[config.mk]
export PLATFORM = sky130hd
export DESIGN_NAME = hazard_controller_flat
export DESIGN_NICKNAME = d
export VERILOG_FILES = /design/src/rtl/hazard_controller_if.sv /design/src/rtl/hazard_controller.sv /design/src/flat_wrapper.sv
export SDC_FILE = /design/constraint.sdc
export NUM_CORES = 1
export LEC_CHECK = 0
export ABC_AREA = 1
export BUFFER_PORTS_ARGS = -buffer_cell sky130_fd_sc_hd__buf_2
export CAP_MARGIN = 20
export CORE_ASPECT_RATIO = 1.2
export CORE_MARGIN = 2
export CORE_UTILIZATION = 40
export DETAILED_ROUTE_END_ITERATION = 10
export HOLD_SLACK_MARGIN = 0.03
export PLACE_DENSITY = 0.84
export SLEW_MARGIN = 20
export SYNTH_ARGS = -nofsm -noshare
export SYNTH_HDL_FRONTEND = slang
export SYNTH_SLANG_ARGS = --single-unit
[constraint.sdc]
create_clock -name clk -period 1.4 [get_ports clk]
set_input_delay 0.14 -clock clk [delete_from_list [all_inputs] [get_ports clk]]
set_output_delay 0.14 -clock clk [all_outputs]
set_load 0.01 [all_outputs]
[src/rtl/hazard_controller_if.sv]
// Hazard controller bundle: ID/EX/MEM hazard inputs, stage controls out.
// master = pipeline side, slave = hazard_controller.
interface hazard_controller_if;
  logic [2:0] id_sr1;
  logic [2:0] id_sr2;
  logic       id_uses_sr1;
  logic       id_uses_sr2;
  logic       ex_mem_read;
  logic [2:0] ex_dest;
  logic       ex_reg_write;
  logic       imem_resp;
  logic       mem_access;
  logic       dmem_resp;
  logic       mem_br_taken;
  logic       stall_if;
  logic       stall_id;
  logic       stall_ex;
  logic       stall_mem;
  logic       bubble_ex;
  logic       bubble_id;
  logic       bubble_wb;
  logic       flush;
  logic       hang_err;

  modport master (
    output id_sr1, id_sr2, id_uses_sr1, id_uses_sr2,
    output ex_mem_read, ex_dest, ex_reg_write,
    output imem_resp, mem_access, dmem_resp, mem_br_taken,
    input  stall_if, stall_id, stall_ex, stall_mem,
    input  bubble_ex, bubble_id, bubble_wb, flush, hang_err
  );

  modport slave (
    input  id_sr1, id_sr2, id_uses_sr1, id_uses_sr2,
    input  ex_mem_read, ex_dest, ex_reg_write,
    input  imem_resp, mem_access, dmem_resp, mem_br_taken,
    output stall_if, stall_id, stall_ex, stall_mem,
    output bubble_ex, bubble_id, bubble_wb, flush, hang_err
  );
endinterface

[src/rtl/hazard_controller.sv]
// LC-3b 5-stage hazard controller: stalls, bubbles, flush, miss watchdog.
// Define HAZARD_PERF_EN to build the performance counters.
module hazard_controller #(
  parameter int unsigned TIMEOUT_CYCLES = 1024,
  parameter int unsigned CNT_WIDTH      = 32
) (
  input  logic                 clk,
  input  logic                 reset_n,
  hazard_controller_if.slave   hz,
  output logic [CNT_WIDTH-1:0] perf_dstall,
  output logic [CNT_WIDTH-1:0] perf_istall,
  output logic [CNT_WIDTH-1:0] perf_loaduse,
  output logic [CNT_WIDTH-1:0] perf_flush
);

  typedef enum logic [1:0] {
    RUN   = 2'd0,
    DWAIT = 2'd1,
    IWAIT = 2'd2
  } state_t;

  localparam int unsigned WD_W =
    (TIMEOUT_CYCLES > 2) ? $clog2(TIMEOUT_CYCLES) : 1;
  localparam logic [WD_W-1:0] WD_MAX =
    WD_W'(TIMEOUT_CYCLES - 1);

  state_t          fsm;
  logic            squash_pend;
  logic [WD_W-1:0] wd_cnt;
  logic            hang_err;

  logic dstall;
  logic istall;
  logic luse;
  logic src1_hit;
  logic src2_hit;

  logic sel_d;
  logic sel_br;
  logic sel_lu;
  logic sel_sq;
  logic sel_i;

  logic stall_if;
  logic stall_id;
  logic stall_ex;
  logic stall_mem;
  logic bubble_ex;
  logic bubble_id;
  logic bubble_wb;
  logic flush;

  assign dstall   = hz.mem_access & ~hz.dmem_resp;
  assign istall   = ~hz.imem_resp;
  assign src1_hit = hz.id_uses_sr1 & (hz.id_sr1 == hz.ex_dest);
  assign src2_hit = hz.id_uses_sr2 & (hz.id_sr2 == hz.ex_dest);
  assign luse     = hz.ex_mem_read & hz.ex_reg_write
                  & (src1_hit | src2_hit);

  // One-hot action select; a held redirect waits out a D-miss,
  // a load-use bubble outranks both squash and plain I-miss.
  assign sel_d  = dstall;
  assign sel_br = hz.mem_br_taken & ~dstall;
  assign sel_lu = luse & ~dstall & ~hz.mem_br_taken;
  assign sel_sq = squash_pend & ~dstall
                & ~hz.mem_br_taken & ~luse;
  assign sel_i  = istall & ~dstall & ~hz.mem_br_taken
                & ~luse & ~squash_pend;

  // Mealy stage controls, forced low while reset is asserted.
  always_comb begin
    stall_if  = 1'b0;
    stall_id  = 1'b0;
    stall_ex  = 1'b0;
    stall_mem = 1'b0;
    bubble_ex = 1'b0;
    bubble_id = 1'b0;
    bubble_wb = 1'b0;
    flush     = 1'b0;
    if (reset_n) begin
      unique case (1'b1)
        sel_d: begin
          stall_if  = 1'b1;
          stall_id  = 1'b1;
          stall_ex  = 1'b1;
          stall_mem = 1'b1;
          bubble_wb = 1'b1;
        end
        sel_br: begin
          flush = 1'b1;
        end
        sel_lu: begin
          stall_if  = 1'b1;
          stall_id  = 1'b1;
          bubble_ex = 1'b1;
        end
        sel_sq: begin
          stall_if  = ~hz.imem_resp;
          bubble_id = 1'b1;
        end
        sel_i: begin
          stall_if  = 1'b1;
          bubble_id = 1'b1;
        end
        default: begin
        end
      endcase
    end
  end

  assign hz.stall_if  = stall_if;
  assign hz.stall_id  = stall_id;
  assign hz.stall_ex  = stall_ex;
  assign hz.stall_mem = stall_mem;
  assign hz.bubble_ex = bubble_ex;
  assign hz.bubble_id = bubble_id;
  assign hz.bubble_wb = bubble_wb;
  assign hz.flush     = flush;
  assign hz.hang_err  = hang_err;

  // Miss state, pending fetch squash and the sticky watchdog.
  always_ff @(posedge clk or negedge reset_n) begin
    if (!reset_n) begin
      fsm         <= RUN;
      squash_pend <= 1'b0;
      wd_cnt      <= '0;
      hang_err    <= 1'b0;
    end else begin
      if (dstall) begin
        fsm <= DWAIT;
      end else if (istall) begin
        fsm <= IWAIT;
      end else begin
        fsm <= RUN;
      end

      if (sel_br) begin
        if (istall) begin
          squash_pend <= 1'b1;
        end
      end else if (sel_sq && hz.imem_resp) begin
        squash_pend <= 1'b0;
      end

      if (fsm == RUN) begin
        wd_cnt <= '0;
      end else begin
        if (wd_cnt != WD_MAX) begin
          wd_cnt <= wd_cnt + WD_W'(1);
        end
        if (wd_cnt == WD_MAX) begin
          hang_err <= 1'b1;
        end
      end
    end
  end

`ifdef HAZARD_PERF_EN
  logic [CNT_WIDTH-1:0] cnt_dstall;
  logic [CNT_WIDTH-1:0] cnt_istall;
  logic [CNT_WIDTH-1:0] cnt_loaduse;
  logic [CNT_WIDTH-1:0] cnt_flush;

  // Free-running event counters, wrapping at 2^CNT_WIDTH.
  always_ff @(posedge clk or negedge reset_n) begin
    if (!reset_n) begin
      cnt_dstall  <= '0;
      cnt_istall  <= '0;
      cnt_loaduse <= '0;
      cnt_flush   <= '0;
    end else begin
      if (dstall) begin
        cnt_dstall <= cnt_dstall + CNT_WIDTH'(1);
      end
      if (istall && !dstall) begin
        cnt_istall <= cnt_istall + CNT_WIDTH'(1);
      end
      if (sel_lu) begin
        cnt_loaduse <= cnt_loaduse + CNT_WIDTH'(1);
      end
      if (sel_br) begin
        cnt_flush <= cnt_flush + CNT_WIDTH'(1);
      end
    end
  end

  assign perf_dstall  = cnt_dstall;
  assign perf_istall  = cnt_istall;
  assign perf_loaduse = cnt_loaduse;
  assign perf_flush   = cnt_flush;
`else
  assign perf_dstall  = '0;
  assign perf_istall  = '0;
  assign perf_loaduse = '0;
  assign perf_flush   = '0;
`endif

endmodule
[src/flat_wrapper.sv]
// flat-port wrapper written by rule: the top's interface ports become plain ports
module hazard_controller_flat 
#(
  parameter int unsigned TIMEOUT_CYCLES = 1024,
  parameter int unsigned CNT_WIDTH      = 32
)
  (clk, reset_n, perf_dstall, perf_istall, perf_loaduse, perf_flush, hz_id_sr1, hz_id_sr2, hz_id_uses_sr1, hz_id_uses_sr2, hz_ex_mem_read, hz_ex_dest, hz_ex_reg_write, hz_imem_resp, hz_mem_access, hz_dmem_resp, hz_mem_br_taken, hz_stall_if, hz_stall_id, hz_stall_ex, hz_stall_mem, hz_bubble_ex, hz_bubble_id, hz_bubble_wb, hz_flush, hz_hang_err);
  hazard_controller_if hz_i ();
  input  logic clk;
  input  logic reset_n;
  output logic [CNT_WIDTH-1:0] perf_dstall;
  output logic [CNT_WIDTH-1:0] perf_istall;
  output logic [CNT_WIDTH-1:0] perf_loaduse;
  output logic [CNT_WIDTH-1:0] perf_flush;
  input wire logic [$bits(hz_i.id_sr1)-1:0] hz_id_sr1;
  input wire logic [$bits(hz_i.id_sr2)-1:0] hz_id_sr2;
  input wire logic [$bits(hz_i.id_uses_sr1)-1:0] hz_id_uses_sr1;
  input wire logic [$bits(hz_i.id_uses_sr2)-1:0] hz_id_uses_sr2;
  input wire logic [$bits(hz_i.ex_mem_read)-1:0] hz_ex_mem_read;
  input wire logic [$bits(hz_i.ex_dest)-1:0] hz_ex_dest;
  input wire logic [$bits(hz_i.ex_reg_write)-1:0] hz_ex_reg_write;
  input wire logic [$bits(hz_i.imem_resp)-1:0] hz_imem_resp;
  input wire logic [$bits(hz_i.mem_access)-1:0] hz_mem_access;
  input wire logic [$bits(hz_i.dmem_resp)-1:0] hz_dmem_resp;
  input wire logic [$bits(hz_i.mem_br_taken)-1:0] hz_mem_br_taken;
  output wire logic [$bits(hz_i.stall_if)-1:0] hz_stall_if;
  output wire logic [$bits(hz_i.stall_id)-1:0] hz_stall_id;
  output wire logic [$bits(hz_i.stall_ex)-1:0] hz_stall_ex;
  output wire logic [$bits(hz_i.stall_mem)-1:0] hz_stall_mem;
  output wire logic [$bits(hz_i.bubble_ex)-1:0] hz_bubble_ex;
  output wire logic [$bits(hz_i.bubble_id)-1:0] hz_bubble_id;
  output wire logic [$bits(hz_i.bubble_wb)-1:0] hz_bubble_wb;
  output wire logic [$bits(hz_i.flush)-1:0] hz_flush;
  output wire logic [$bits(hz_i.hang_err)-1:0] hz_hang_err;
  assign hz_i.id_sr1 = hz_id_sr1;
  assign hz_i.id_sr2 = hz_id_sr2;
  assign hz_i.id_uses_sr1 = hz_id_uses_sr1;
  assign hz_i.id_uses_sr2 = hz_id_uses_sr2;
  assign hz_i.ex_mem_read = hz_ex_mem_read;
  assign hz_i.ex_dest = hz_ex_dest;
  assign hz_i.ex_reg_write = hz_ex_reg_write;
  assign hz_i.imem_resp = hz_imem_resp;
  assign hz_i.mem_access = hz_mem_access;
  assign hz_i.dmem_resp = hz_dmem_resp;
  assign hz_i.mem_br_taken = hz_mem_br_taken;
  assign hz_stall_if = hz_i.stall_if;
  assign hz_stall_id = hz_i.stall_id;
  assign hz_stall_ex = hz_i.stall_ex;
  assign hz_stall_mem = hz_i.stall_mem;
  assign hz_bubble_ex = hz_i.bubble_ex;
  assign hz_bubble_id = hz_i.bubble_id;
  assign hz_bubble_wb = hz_i.bubble_wb;
  assign hz_flush = hz_i.flush;
  assign hz_hang_err = hz_i.hang_err;
  hazard_controller #(.TIMEOUT_CYCLES(TIMEOUT_CYCLES), .CNT_WIDTH(CNT_WIDTH)) u_core (.clk(clk), .reset_n(reset_n), .hz(hz_i), .perf_dstall(perf_dstall), .perf_istall(perf_istall), .perf_loaduse(perf_loaduse), .perf_flush(perf_flush));
endmodule
==> results of run 1 <==
==> routing by layer <==
| layer | global-route usage, % | part of all wire [%] |
|---|---|---|
| met5 | 0 | 0 |
| met4 | 1.84 | 0.61 |
| met3 | 2.94 | 13 |
| met2 | 17.3 | 55 |
| met1 | 9.92 | 32 |
==> worst min-delay path by stage <==
stage / startpoint / to / slack [ps]
6_report: hz_dmem_resp / u_core.fsm[0] / 80
2_1_floorplan: reset_n / u_core.fsm[0] / -160
3_5_place_dp: reset_n / u_core.squash_pend / -10
4_1_cts: hz_dmem_resp / u_core.fsm[0] / 80
5_1_grt: hz_dmem_resp / u_core.fsm[0] / 70
3_3_place_gp: reset_n / u_core.wd_cnt[9] / -20
==> synthesized netlist by cell type <==
cell | n | area, um2
sky130_fd_sc_hd__nand2_1 | 37 | 139
sky130_fd_sc_hd__inv_2 | 3 | 11.3
sky130_fd_sc_hd__nand4_4 | 1 | 21.3
sky130_fd_sc_hd__nor2_1 | 13 | 48.8
sky130_fd_sc_hd__o211ai_1 | 1 | 7.51
sky130_fd_sc_hd__a31o_2 | 1 | 8.76
sky130_fd_sc_hd__ha_1 | 1 | 12.5
sky130_fd_sc_hd__o21ai_0 | 3 | 15.0
sky130_fd_sc_hd__buf_4 | 130 | 976
sky130_fd_sc_hd__nor2_8 | 2 | 40.0
sky130_fd_sc_hd__nand3b_1 | 1 | 7.51
sky130_fd_sc_hd__a21oi_1 | 3 | 15.0
sky130_fd_sc_hd__nor2_2 | 1 | 6.26
sky130_fd_sc_hd__nand2_4 | 2 | 22.5
sky130_fd_sc_hd__inv_1 | 29 | 109
sky130_fd_sc_hd__nand2_2 | 1 | 6.26
sky130_fd_sc_hd__o21ai_2 | 2 | 17.5
sky130_fd_sc_hd__nand3_1 | 13 | 65.1
sky130_fd_sc_hd__or2_2 | 2 | 12.5
sky130_fd_sc_hd__o31ai_1 | 1 | 7.51
sky130_fd_sc_hd__xor2_1 | 1 | 8.76
sky130_fd_sc_hd__nand4_1 | 1 | 6.26
sky130_fd_sc_hd__conb_1 | 1 | 3.75
sky130_fd_sc_hd__nor3_1 | 4 | 20.0
sky130_fd_sc_hd__dfrtp_1 | 14 | 350
==> worst max-delay path, cell delays in order (launching register included) <==
cell,delay [ps]
sky130_fd_sc_hd__dfrtp_1,370
sky130_fd_sc_hd__ha_2,210
sky130_fd_sc_hd__nand2_4,70
sky130_fd_sc_hd__nor2_8,100
sky130_fd_sc_hd__nand2_4,80
sky130_fd_sc_hd__nor2_8,130
sky130_fd_sc_hd__nand3_2,110
sky130_fd_sc_hd__nand3_2,80
sky130_fd_sc_hd__o21ai_2,50
==> logic make-up (layout without fill, tap and decap cells) <==
logic type	after synthesis	after routing	share of synthesized area (%)
adder cells (fa/ha/maj)	1	1	0.645
buffers and inverters	162	65	56.6
XOR/XNOR	1	1	0.452
other	1	128	0.193
flip-flops	14	14	18.1
AND/OR/NAND/NOR	78	79	20.4
AO/OA/AOI/OAI	11	11	3.68
==> timing repair <==
action,CTS,global route
resized for setup,0,7
hold buffers,1,0
buffers inserted,0,0
endpoints found under the hold margin,14,0
setup endpoints to repair,0,5
==> per-stage QoR <==
stage / total power [mW] / utilization, %
after global placement: 0.763 / 35.7
after CTS: 1.17 / 37.1
final: 1.18 / 37.9
after detailed placement: 0.772 / 35.7
after floorplan: 0.968 / -
after global routing: 1.27 / 37.9
==> registers in the layout, indices dropped and copies added (netlist names) <==
signal              count
u_core.wd_cnt          10
u_core.squash_pend      1
u_core.fsm              2
u_core.hz.hang_err      1
==> area by class of cell <==
class                      instances  area (um2)  area share [%]
clock buffer                       4        55.1            3.14
inverter                          32         120            6.84
multi-input combinational        220        1000            57.2
sequential                        14         352            20.0
tap                               58        72.6            4.13
timing repair buffer              29         153            8.70
==> power by group <==
| group | total [mW] | switching [mW] | internal, mW |
|---|---|---|---|
| Combinational | 0.341 | 0.264 | 0.0766 |
| Clock | 0.395 | 0.145 | 0.249 |
| Sequential | 0.445 | 0.0174 | 0.428 |
==> results by group, run 1 <==
Route
  • Number of search-and-repair iterations in the first detailed-routing pass: 4
  • Routed vias: 1279
  • Average routed wire per standard cell: 7.84 um
  • DR DRC count: 0
  • Total length of routed wires: 2800 um
  • Post-detailed-route via-to-cell ratio: 3.58
  • Antenna violation net count after detailed routing: 0
  • Number of DRC markers after the initial detailed-route iteration: 7

Job
  • Count of maximum capacitance violations: 0

Placement
  • Instance area at placement: 1650 um2
  • Detailed placement HPWL: 2320 um
  • Number of buffers added on ports: 27
  • Inst Count DP: 351
  • Final RePlAce weighted congestion: 0.949
  • Worst setup timing slack at the placement stage: 52.6 ps

Logic synthesis
  • Post-Syn Instances: 268
  • Average size of a mapped cell: 7.23 um2
  • Post-synth design cell area: 1940 um2
  • Sequential area share after synthesis: 18.1%
  • Distinct cell type count after synthesis: 25
  • Synth Register Bits: 14
  • Syn. warnings: 0

Global route
  • First-pass GRT wire length: 3870 um
  • Number of global-route vias before repair: 936
  • Total Routing Usage GR: 9.25%
  • Number of antenna violations at the first check in global routing: 0
  • Largest net degree at the start of global routing: 11
  • Global route total overflow: 0

Cells and area
  • Antenna diodes: 0
  • Final nets: 320
  • Count of fill cells added during filler insertion: 490
  • Leading cell types in the layout, fill and taps excluded: sky130_fd_sc_hd__conb_1, sky130_fd_sc_hd__nand2_1, sky130_fd_sc_hd__inv_1, sky130_fd_sc_hd__buf_2
  • Final non-filler cell total: 357
  • Summed area of non-filler cells in the final layout: 1760 um2
  • Commonest non-fill, non-tap cell in the layout: sky130_fd_sc_hd__conb_1
  • Synthesis-to-layout area growth: -9.43%
  • Layout cells sized above 1: 17.7%

Timing
  • Fin Clk Skew: 1.61 ps
  • Final count of pins violating max slew: 0
  • Final period utilization: 94.9%
  • Maximum clock frequency: 0.753 GHz
  • Setup_tns: 0 ps
  • Unrepaired setup endpoints after global routing: true
  • Total of endpoints with negative setup slack in the final report: 0
  • Final hold slack: 79.3 ps
  • Worst Slack Setup Final: 71.7 ps
  • Minimum clock period: 1330 ps
  • Number of hold violations in the final report: 0

Floorplanning
  • Die Y: 80.3 um
  • I/O pin cnt: 156
  • Full die area: 5420 um2
  • Floorplan Core Area: 4630 um2
  • Core Rows: 27
  • Horizontal extent of the die: 67.5 um
  • Initial cell density of the core: 41.9%

Setup path
  • Path depth of the worst reg2reg path: 8
  • Arrival time reported for the critical path endpoint: 1470 ps
  • Worst setup path startpoint: u_core.wd_cnt[0]
  • Worst-path maximum fanout: 4
  • Critical R2R Launch: u_core.wd_cnt[0]
  • Worst reg2reg endpoint: u_core.wd_cnt[0]
  • Class of the most critical setup path: reg2reg
  • Type of origin of the critical path: register
  • R2r setup slk: 70 ps
  • Category of the worst setup path capture point: register
  • Capture point of the worst path: u_core.wd_cnt[0]
  • Required time worst endpoint: 1540 ps

Clock tree
  • Root Buffer Master: sky130_fd_sc_hd__clkbuf_8
  • H-tree depth: 1
  • Clock slew seen by the registers of the worst setup and hold paths: 60 ps
  • Latest clock arrival within the worst-skew pair: 250 ps
  • Clock tree from TritonCTS: done
  • Number of buffers created by CTS: 3
  • Max clock buf depth: 2
  • Clock Sinks: 14

Pwr
  • Static leakage: 1.27 nW
  • PwrDens: 673 nW/um2
  • IR Drop Worst-Case VDD: 0.318 mV

Min path
  • Path category of the worst min-delay check: in2reg
  • Hold depth: 2

Outcome
  • Outcome: finished, final reports clean
Power figures use the tool's default switching activity.
==> run 2, diff against run 1 <==
--- a/config.mk
+++ b/config.mk
@@ -5,12 +5,11 @@
 export SDC_FILE = /design/constraint.sdc
 export NUM_CORES = 1
 export LEC_CHECK = 0
-export ABC_AREA = 1
 export BUFFER_PORTS_ARGS = -buffer_cell sky130_fd_sc_hd__buf_2
 export CAP_MARGIN = 20
 export CORE_ASPECT_RATIO = 1.2
 export CORE_MARGIN = 2
-export CORE_UTILIZATION = 40
+export CORE_UTILIZATION = 39
 export DETAILED_ROUTE_END_ITERATION = 10
 export HOLD_SLACK_MARGIN = 0.03
 export PLACE_DENSITY = 0.84
==> run 2 against run 1 <==
Net effect:
- global-route usage decreased by 0.24 points
- wire length decreased by 11%
- synthesized area decreased by 6.9%
- critical path type unchanged
==> results by group, run 2 <==
Placement
  • Detailed placement HPWL: 2120 um
  • Worst setup timing slack at the placement stage: -19.3 ps
  • Number of buffers added on ports: 27
  • Final RePlAce weighted congestion: 0.818

Min path
  • Path category of the worst min-delay check: in2reg

Logic synthesis
  • Fraction of the mapped netlist area in compound gates: 6.80%
  • Cell type with the highest aggregate area in the netlist: sky130_fd_sc_hd__buf_4
  • Average size of a mapped cell: 8.31 um2
  • Combinational family with the most area after synthesis: buffers and inverters
  • Most numerous cell in the Yosys netlist: sky130_fd_sc_hd__buf_4
  • Post-Syn Instances: 217
  • XOR/XNOR share of the synthesized area: 3.88%
  • Share of synthesized cell area in full adder, half adder and majority cells: 0.693%
  • Dominant cells by area after synthesis: sky130_fd_sc_hd__buf_4, sky130_fd_sc_hd__dfrtp_1, sky130_fd_sc_hd__xnor2_1
  • Proportion of register bits with asynchronous set or reset after synthesis: 100%
  • Distinct cell type count after synthesis: 33
  • Synth Register Bits: 14
  • Syn. warnings: 0
  • Multiplexer fraction of the synthesized cell area: 0.555%
  • Post-synth design cell area: 1800 um2
  • Sequential area share after synthesis: 19.4%
  • Most common library cells after synthesis: sky130_fd_sc_hd__buf_4, sky130_fd_sc_hd__dfrtp_1, sky130_fd_sc_hd__nor2_1
  • Simple-Gate Fraction of Synth Area: 12.9%
  • Proportion of netlist area held by the largest area contributor: 54.1%
  • Post-synth EDFFs: 0
  • Dominant register cell in the synthesized netlist: sky130_fd_sc_hd__dfrtp_1

Setup path
  • R2r setup slk: 70 ps
  • Worst reg2reg endpoint: u_core.wd_cnt[9]
  • Critical R2R Launch: u_core.wd_cnt[0]
  • Worst path top cell family by delay: simple AND/OR/NAND/NOR gates
  • Capture point of the worst path: u_core.wd_cnt[9]
  • Path depth of the worst reg2reg path: 5
  • Type of origin of the critical path: register
  • Count of buffering cells on the critical path with inverters included: 0
  • Class of the most critical setup path: reg2reg
  • Arrival time reported for the critical path endpoint: 1500 ps
  • Worst-path maximum fanout: 5
  • Category of the worst setup path capture point: register
  • Required time worst endpoint: 1570 ps
  • Slowest cell on the critical path: sky130_fd_sc_hd__dfrtp_1
  • Logic depth of the worst path, buffers included: 5
  • Sequence of cells on the critical path: ha_2 -> and4_4 -> and2_4 -> and3b_1 -> nor3_2
  • Largest incremental delay on the critical path: 350 ps
  • Worst setup path startpoint: u_core.wd_cnt[0]

Clock tree
  • Max clock buf depth: 2
  • Clock Sinks: 14
  • Clock slew seen by the registers of the worst setup and hold paths: 60 ps
  • Root Buffer Master: sky130_fd_sc_hd__clkbuf_8
  • Number of buffers created by CTS: 3
  • Latest clock arrival within the worst-skew pair: 250 ps
  • Clock tree from TritonCTS: done
  • H-tree depth: 1
  • Post-CTS setup repair buffer count: 0

Pwr
  • Switching portion of total power: 34.4%
  • Combinational fraction of design power: 28.7%
  • Flop pwr share: 37.7%
  • IR Drop Worst-Case VDD: 0.387 mV
  • PwrDens: 711 nW/um2
  • Clock share of power: 33.6%
  • Cell Int Power: 0.767 mW
  • Net switching power: 0.402 mW
  • Static leakage: 0.957 nW

Route
  • Met2 wire length: 1320 um
  • Average routed wire per standard cell: 8.05 um
  • Routed wl met3: 327 um
  • Highest metal layer with signal wires: met4
  • Post-detailed-route via-to-cell ratio: 3.55
  • Routed vias: 1104
  • Antenna violation net count after detailed routing: 0
  • DR DRC count: 0
  • Metal1 wirelength: 816 um
  • Number of DRC markers after the initial detailed-route iteration: 23
  • Number of search-and-repair iterations in the first detailed-routing pass: 4
  • Total length of routed wires: 2500 um

Cells and area
  • Area of combinational cells with multiple inputs: 943 um2
  • Leading cell types in the layout, fill and taps excluded: sky130_fd_sc_hd__conb_1, sky130_fd_sc_hd__buf_2, sky130_fd_sc_hd__dfrtp_1, sky130_fd_sc_hd__nor2_1, sky130_fd_sc_hd__buf_4
  • Antenna diodes: 0
  • Biggest regs: u_core.wd_cnt x10, u_core.fsm x2
  • Synthesis-to-layout area growth: -8.81%
  • Layout cells sized above 1: 19.4%
  • Count of fill cells added during filler insertion: 488
  • Top reg by flops: u_core.wd_cnt
  • Register area: 350 um2
  • Commonest non-fill, non-tap cell in the layout: sky130_fd_sc_hd__conb_1
  • Final design utilization: 36.3%
  • Max FFs per register: 10
  • Final nets: 274

Timing
  • Total of endpoints with negative setup slack in the final report: 0
  • Final count of pins violating max slew: 0
  • Fin Clk Skew: 4.49 ps
  • Minimum clock period: 1330 ps
  • Final period utilization: 94.7%
  • Worst Slack Setup Final: 74.2 ps
  • Maximum clock frequency: 0.754 GHz
  • Number of hold violations in the final report: 0
  • Unrepaired setup endpoints after global routing: false

Global route
  • First-pass GRT wire length: 3550 um
  • Global route total overflow: 0
  • Number of antenna violations at the first check in global routing: 0
  • Total Routing Usage GR: 9.01%
  • Number of global-route vias before repair: 815
  • Largest net degree at the start of global routing: 15

Floorplanning
  • Horizontal extent of the die: 66.1 um
  • Floorplan Core Area: 4530 um2
  • Initial cell density of the core: 39.9%
  • Full die area: 5190 um2
  • Core Rows: 27
  • I/O pin cnt: 156
  • Die Y: 78.5 um

Outcome
  • Outcome: finished, final reports clean

Job
  • Count of maximum capacitance violations: 0
==> run 2: cell count changes after synthesis, moves of 8 or more <==
cell and delta:
sky130_fd_sc_hd__inv_1 -26, sky130_fd_sc_hd__nand2_1 -32, sky130_fd_sc_hd__xnor2_1 +8, sky130_fd_sc_hd__nand3_1 -10
==> run 2: worst min-delay path by stage <==
| stage | slack [ps] | start | to | cells after the start |
|---|---|---|---|---|
| after detailed placement | 140 | reset_n | u_core.fsm[0] | 2 |
| after CTS | 110 | hz_imem_resp | u_core.fsm[1] | 2 |
| after global placement | 130 | reset_n | u_core.fsm[0] | 2 |
| final | 120 | hz_imem_resp | u_core.fsm[1] | 2 |
| after global routing | 140 | hz_imem_resp | u_core.fsm[1] | 2 |
| after floorplan | -160 | reset_n | u_core.fsm[0] | 0 |
==> run 2: repair_timing <==
item                                   4_1_cts  5_1_grt
endpoints found under the hold margin       14        0
resized for setup                            3        2
pin swaps                                    0        3
hold buffers                                 1        0
setup endpoints to repair                    3        5
==> run 2: cells by family (layout without fill, tap and decap cells) <==
group / Yosys count / in the layout
mux: 1 / 1
other cells: 1 / 128
buf+inv: 135 / 44
xor+xnor: 8 / 8
flops: 14 / 14
compound gates: 18 / 18
simple gates: 39 / 39
fa+ha+maj: 1 / 1
==> run 2: power by group through the flow <==
stage	clock, mW	combinational [mW]	sequential, mW
2_1_floorplan	0	0.499	0.446
3_3_place_gp	0	0.314	0.446
3_5_place_dp	0	0.323	0.448
4_1_cts	0.406	0.329	0.441
5_1_grt	0.423	0.377	0.443
6_report	0.393	0.336	0.441
==> run 2: layer usage <==
metal	up-vias	GRT usage, %
met4	0	3.67
met5	-	0
met2	83	16.1
met1	499	9.37
met3	5	3.15
li1	517	-
==> run 2: worst register-to-register path, cell delays in order (launching register included) <==
cell and delay (ps):
sky130_fd_sc_hd__dfrtp_1 350, sky130_fd_sc_hd__ha_2 180, sky130_fd_sc_hd__and4_4 250, sky130_fd_sc_hd__and2_4 160, sky130_fd_sc_hd__and3b_1 170, sky130_fd_sc_hd__nor3_2 140
==> run 2: cell type report <==
cell class                      count  share of cell area (%)
Multi-Input combinational cell    195                    57.3
Inverter                            3                   0.684
Timing Repair Buffer               37                    12.9
Tap cell                           58                    4.41
Clock buffer                        4                    3.35
Sequential cell                    14                    21.3
==> run 2: stage by stage <==
stage	total power [mW]	setup TNS (ps)	area, um2	cells	hold WS (ps)
3_5_place_dp	0.770	-19.3	1570	306	144
5_1_grt	1.24	0	1650	311	137
3_3_place_gp	0.760	0	1570	306	131
6_report	1.17	0	1650	311	119
4_1_cts	1.18	0	1640	311	106
2_1_floorplan	0.945	0	2280	344	-156
==> run 3, diff against run 2 <==
--- a/config.mk
+++ b/config.mk
@@ -13,6 +13,7 @@
 export DETAILED_ROUTE_END_ITERATION = 10
 export HOLD_SLACK_MARGIN = 0.03
 export PLACE_DENSITY = 0.84
+export REMOVE_ABC_BUFFERS = 1
 export SLEW_MARGIN = 20
 export SYNTH_ARGS = -nofsm -noshare
 export SYNTH_HDL_FRONTEND = slang
==> run 3 against run 2 <==
Net effect:
- combinational power increased by 6.5%
- core utilization increased by 2.1 points
- critical path depth increased by 2
- total power increased by 1.7%
- wire length increased by 14%
- worst setup slack got worse by 70 ps
==> results by group, run 3 (synthesis gave the netlist of run 2 again) <==
Setup path
  • Worst-path maximum fanout: 2
  • Class of the most critical setup path: in2out
  • Critical R2R Launch: u_core.wd_cnt[1]
  • R2r setup slk: 30 ps
  • Type of origin of the critical path: input port
  • Required time worst endpoint: 1260 ps
  • Worst reg2reg endpoint: u_core.wd_cnt[4]
  • Path depth of the worst reg2reg path: 4
  • Category of the worst setup path capture point: primary output
  • Arrival time reported for the critical path endpoint: 1260 ps

Cells and area
  • Summed area of non-filler cells in the final layout: 1740 um2
  • Biggest regs: u_core.wd_cnt x10, u_core.fsm x2
  • Commonest non-fill, non-tap cell in the layout: sky130_fd_sc_hd__conb_1
  • Final design utilization: 38.4%
  • Leading cell types in the layout, fill and taps excluded: sky130_fd_sc_hd__conb_1, sky130_fd_sc_hd__buf_2, sky130_fd_sc_hd__dfrtp_1, sky130_fd_sc_hd__buf_4, sky130_fd_sc_hd__nor2_1
  • Antenna diodes: 0
  • Top reg by flops: u_core.wd_cnt
  • Max FFs per register: 10
  • Synthesis-to-layout area growth: -3.61%
  • Final nets: 277
  • Layout cells sized above 1: 22.7%
  • Final non-filler cell total: 314

Clock tree
  • Latest clock arrival within the worst-skew pair: 240 ps
  • Root Buffer Master: sky130_fd_sc_hd__clkbuf_8
  • Number of buffers created by CTS: 3
  • H-tree depth: 1
  • Max clock buf depth: 2
  • Clock slew seen by the registers of the worst setup and hold paths: 60 ps
  • Clock tree from TritonCTS: done
  • Clock Sinks: 14

Global route
  • Global route total overflow: 0
  • Number of global-route vias before repair: 872
  • First-pass GRT wire length: 3670 um
  • Largest net degree at the start of global routing: 15
  • Number of antenna violations at the first check in global routing: 0
  • Total Routing Usage GR: 9.18%

Floorplanning
  • Core Rows: 27
  • Initial cell density of the core: 39.9%
  • Full die area: 5190 um2
  • Die Y: 78.5 um
  • Floorplan Core Area: 4530 um2
  • Horizontal extent of the die: 66.1 um
  • I/O pin cnt: 156

Timing
  • Unrepaired setup endpoints after global routing: true
  • Maximum clock frequency: 0.717 GHz
  • Number of hold violations in the final report: 0
  • Fin Clk Skew: 2.67 ps
  • Final hold slack: 135 ps
  • Slew HR: 58.0%
  • Final count of pins violating max slew: 0
  • Minimum clock period: 1400 ps
  • Worst Slack Setup Final: 4.61 ps
  • Transition time at the pin with the least slew margin: 628 ps
  • Total of endpoints with negative setup slack in the final report: 0
  • Final period utilization: 99.7%

Pwr
  • Net switching power: 0.410 mW
  • Static leakage: 1.01 nW
  • IR Drop Worst-Case VDD: 0.435 mV
  • Clock share of power: 32.7%
  • Flop pwr share: 37.3%
  • Combinational fraction of design power: 30.1%
  • Cell Int Power: 0.779 mW
  • Switching portion of total power: 34.5%
  • PwrDens: 684 nW/um2

Min path
  • Path category of the worst min-delay check: in2reg
  • Destination of the worst hold path: u_core.fsm[1]
  • Hold path startpoint: hz_imem_resp
  • Hold depth: 2

Route
  • Number of search-and-repair iterations in the first detailed-routing pass: 4
  • Total length of routed wires: 2840 um
  • Average routed wire per standard cell: 9.05 um
  • DR DRC count: 0
  • Number of DRC markers after the initial detailed-route iteration: 40
  • Routed vias: 1128
  • Antenna violation net count after detailed routing: 0
  • Post-detailed-route via-to-cell ratio: 3.59

Placement
  • Inst Count DP: 308
  • Worst setup timing slack at the placement stage: -43.5 ps
  • Final RePlAce weighted congestion: 0.834
  • Detailed placement HPWL: 2310 um
  • Number of buffers added on ports: 27
  • Instance area at placement: 1580 um2

Job
  • Count of maximum capacitance violations: 0

Outcome
  • Outcome: finished, final reports clean
run 3: area by class of cell:
class / count / area, um2
fillers: 485 / 2790
multi-input cells: 195 / 990
flip-flops and latches: 14 / 350
repair buffers: 40 / 260
well taps: 58 / 72.6
clock buffers: 4 / 55.1
inverters: 3 / 11.3
run 3: power by group through the flow:
stage / Clock [mW] / Sequential [mW] / Combinational (mW)
finish: 0.389 / 0.443 / 0.358
global route: 0.428 / 0.446 / 0.397
CTS: 0.402 / 0.442 / 0.326
detailed placement: 0 / 0.449 / 0.319
global placement: 0 / 0.448 / 0.314
floorplan: 0 / 0.446 / 0.228
run 3: worst max-delay path by stage:
stage	from	end	slack, ps	cells past startpoint
3_3_place_gp	hz_ex_dest[1]	hz_bubble_id	-20	7
4_1_cts	hz_ex_dest[0]	hz_stall_id	2	7
2_1_floorplan	u_core.wd_cnt[0]	u_core.wd_cnt[9]	6	5
3_5_place_dp	hz_ex_dest[0]	hz_bubble_id	-40	7
5_1_grt	hz_ex_dest[2]	hz_stall_id	-70	7
6_report	hz_id_sr2[1]	hz_stall_id	5	7
run 3: what timing repair did:
action | in CTS | in global routing
hold buffers | 1 | 0
gates cloned | 0 | 0
buffers inserted | 0 | 2
resized for setup | 4 | 14
hold endpoints to repair | 14 | 0
setup endpoints to repair | 6 | 8
pin swaps | 0 | 8
run 3: critical path: stages:
cell and delay, ps:
sky130_fd_sc_hd__buf_6 100, sky130_fd_sc_hd__xnor2_2 160, sky130_fd_sc_hd__nand4_1 160, sky130_fd_sc_hd__buf_4 180
sky130_fd_sc_hd__a211o_1 320, sky130_fd_sc_hd__nand2b_1 80, sky130_fd_sc_hd__buf_2 120
run 3: stage by stage:
| stage | setup TNS (ps) | power (mW) |
|---|---|---|
| detailed placement | -123 | 0.768 |
| finish | 0 | 1.19 |
| global route | -138 | 1.27 |
| CTS | 0 | 1.17 |
| floorplan | 0 | 0.674 |
| global placement | -23.5 | 0.761 |
run 3: metal layers:
metal | wire [um] | up-vias | part of all wire [%] | track usage, %
met4 | 52 | 0 | 1.8 | 3.88
met5 | 0 | - | 0 | 0
li1 | - | 523 | - | -
met1 | 915 | 512 | 32 | 9.10
met2 | 1530 | 87 | 54 | 17.1
met3 | 338 | 6 | 12 | 2.87
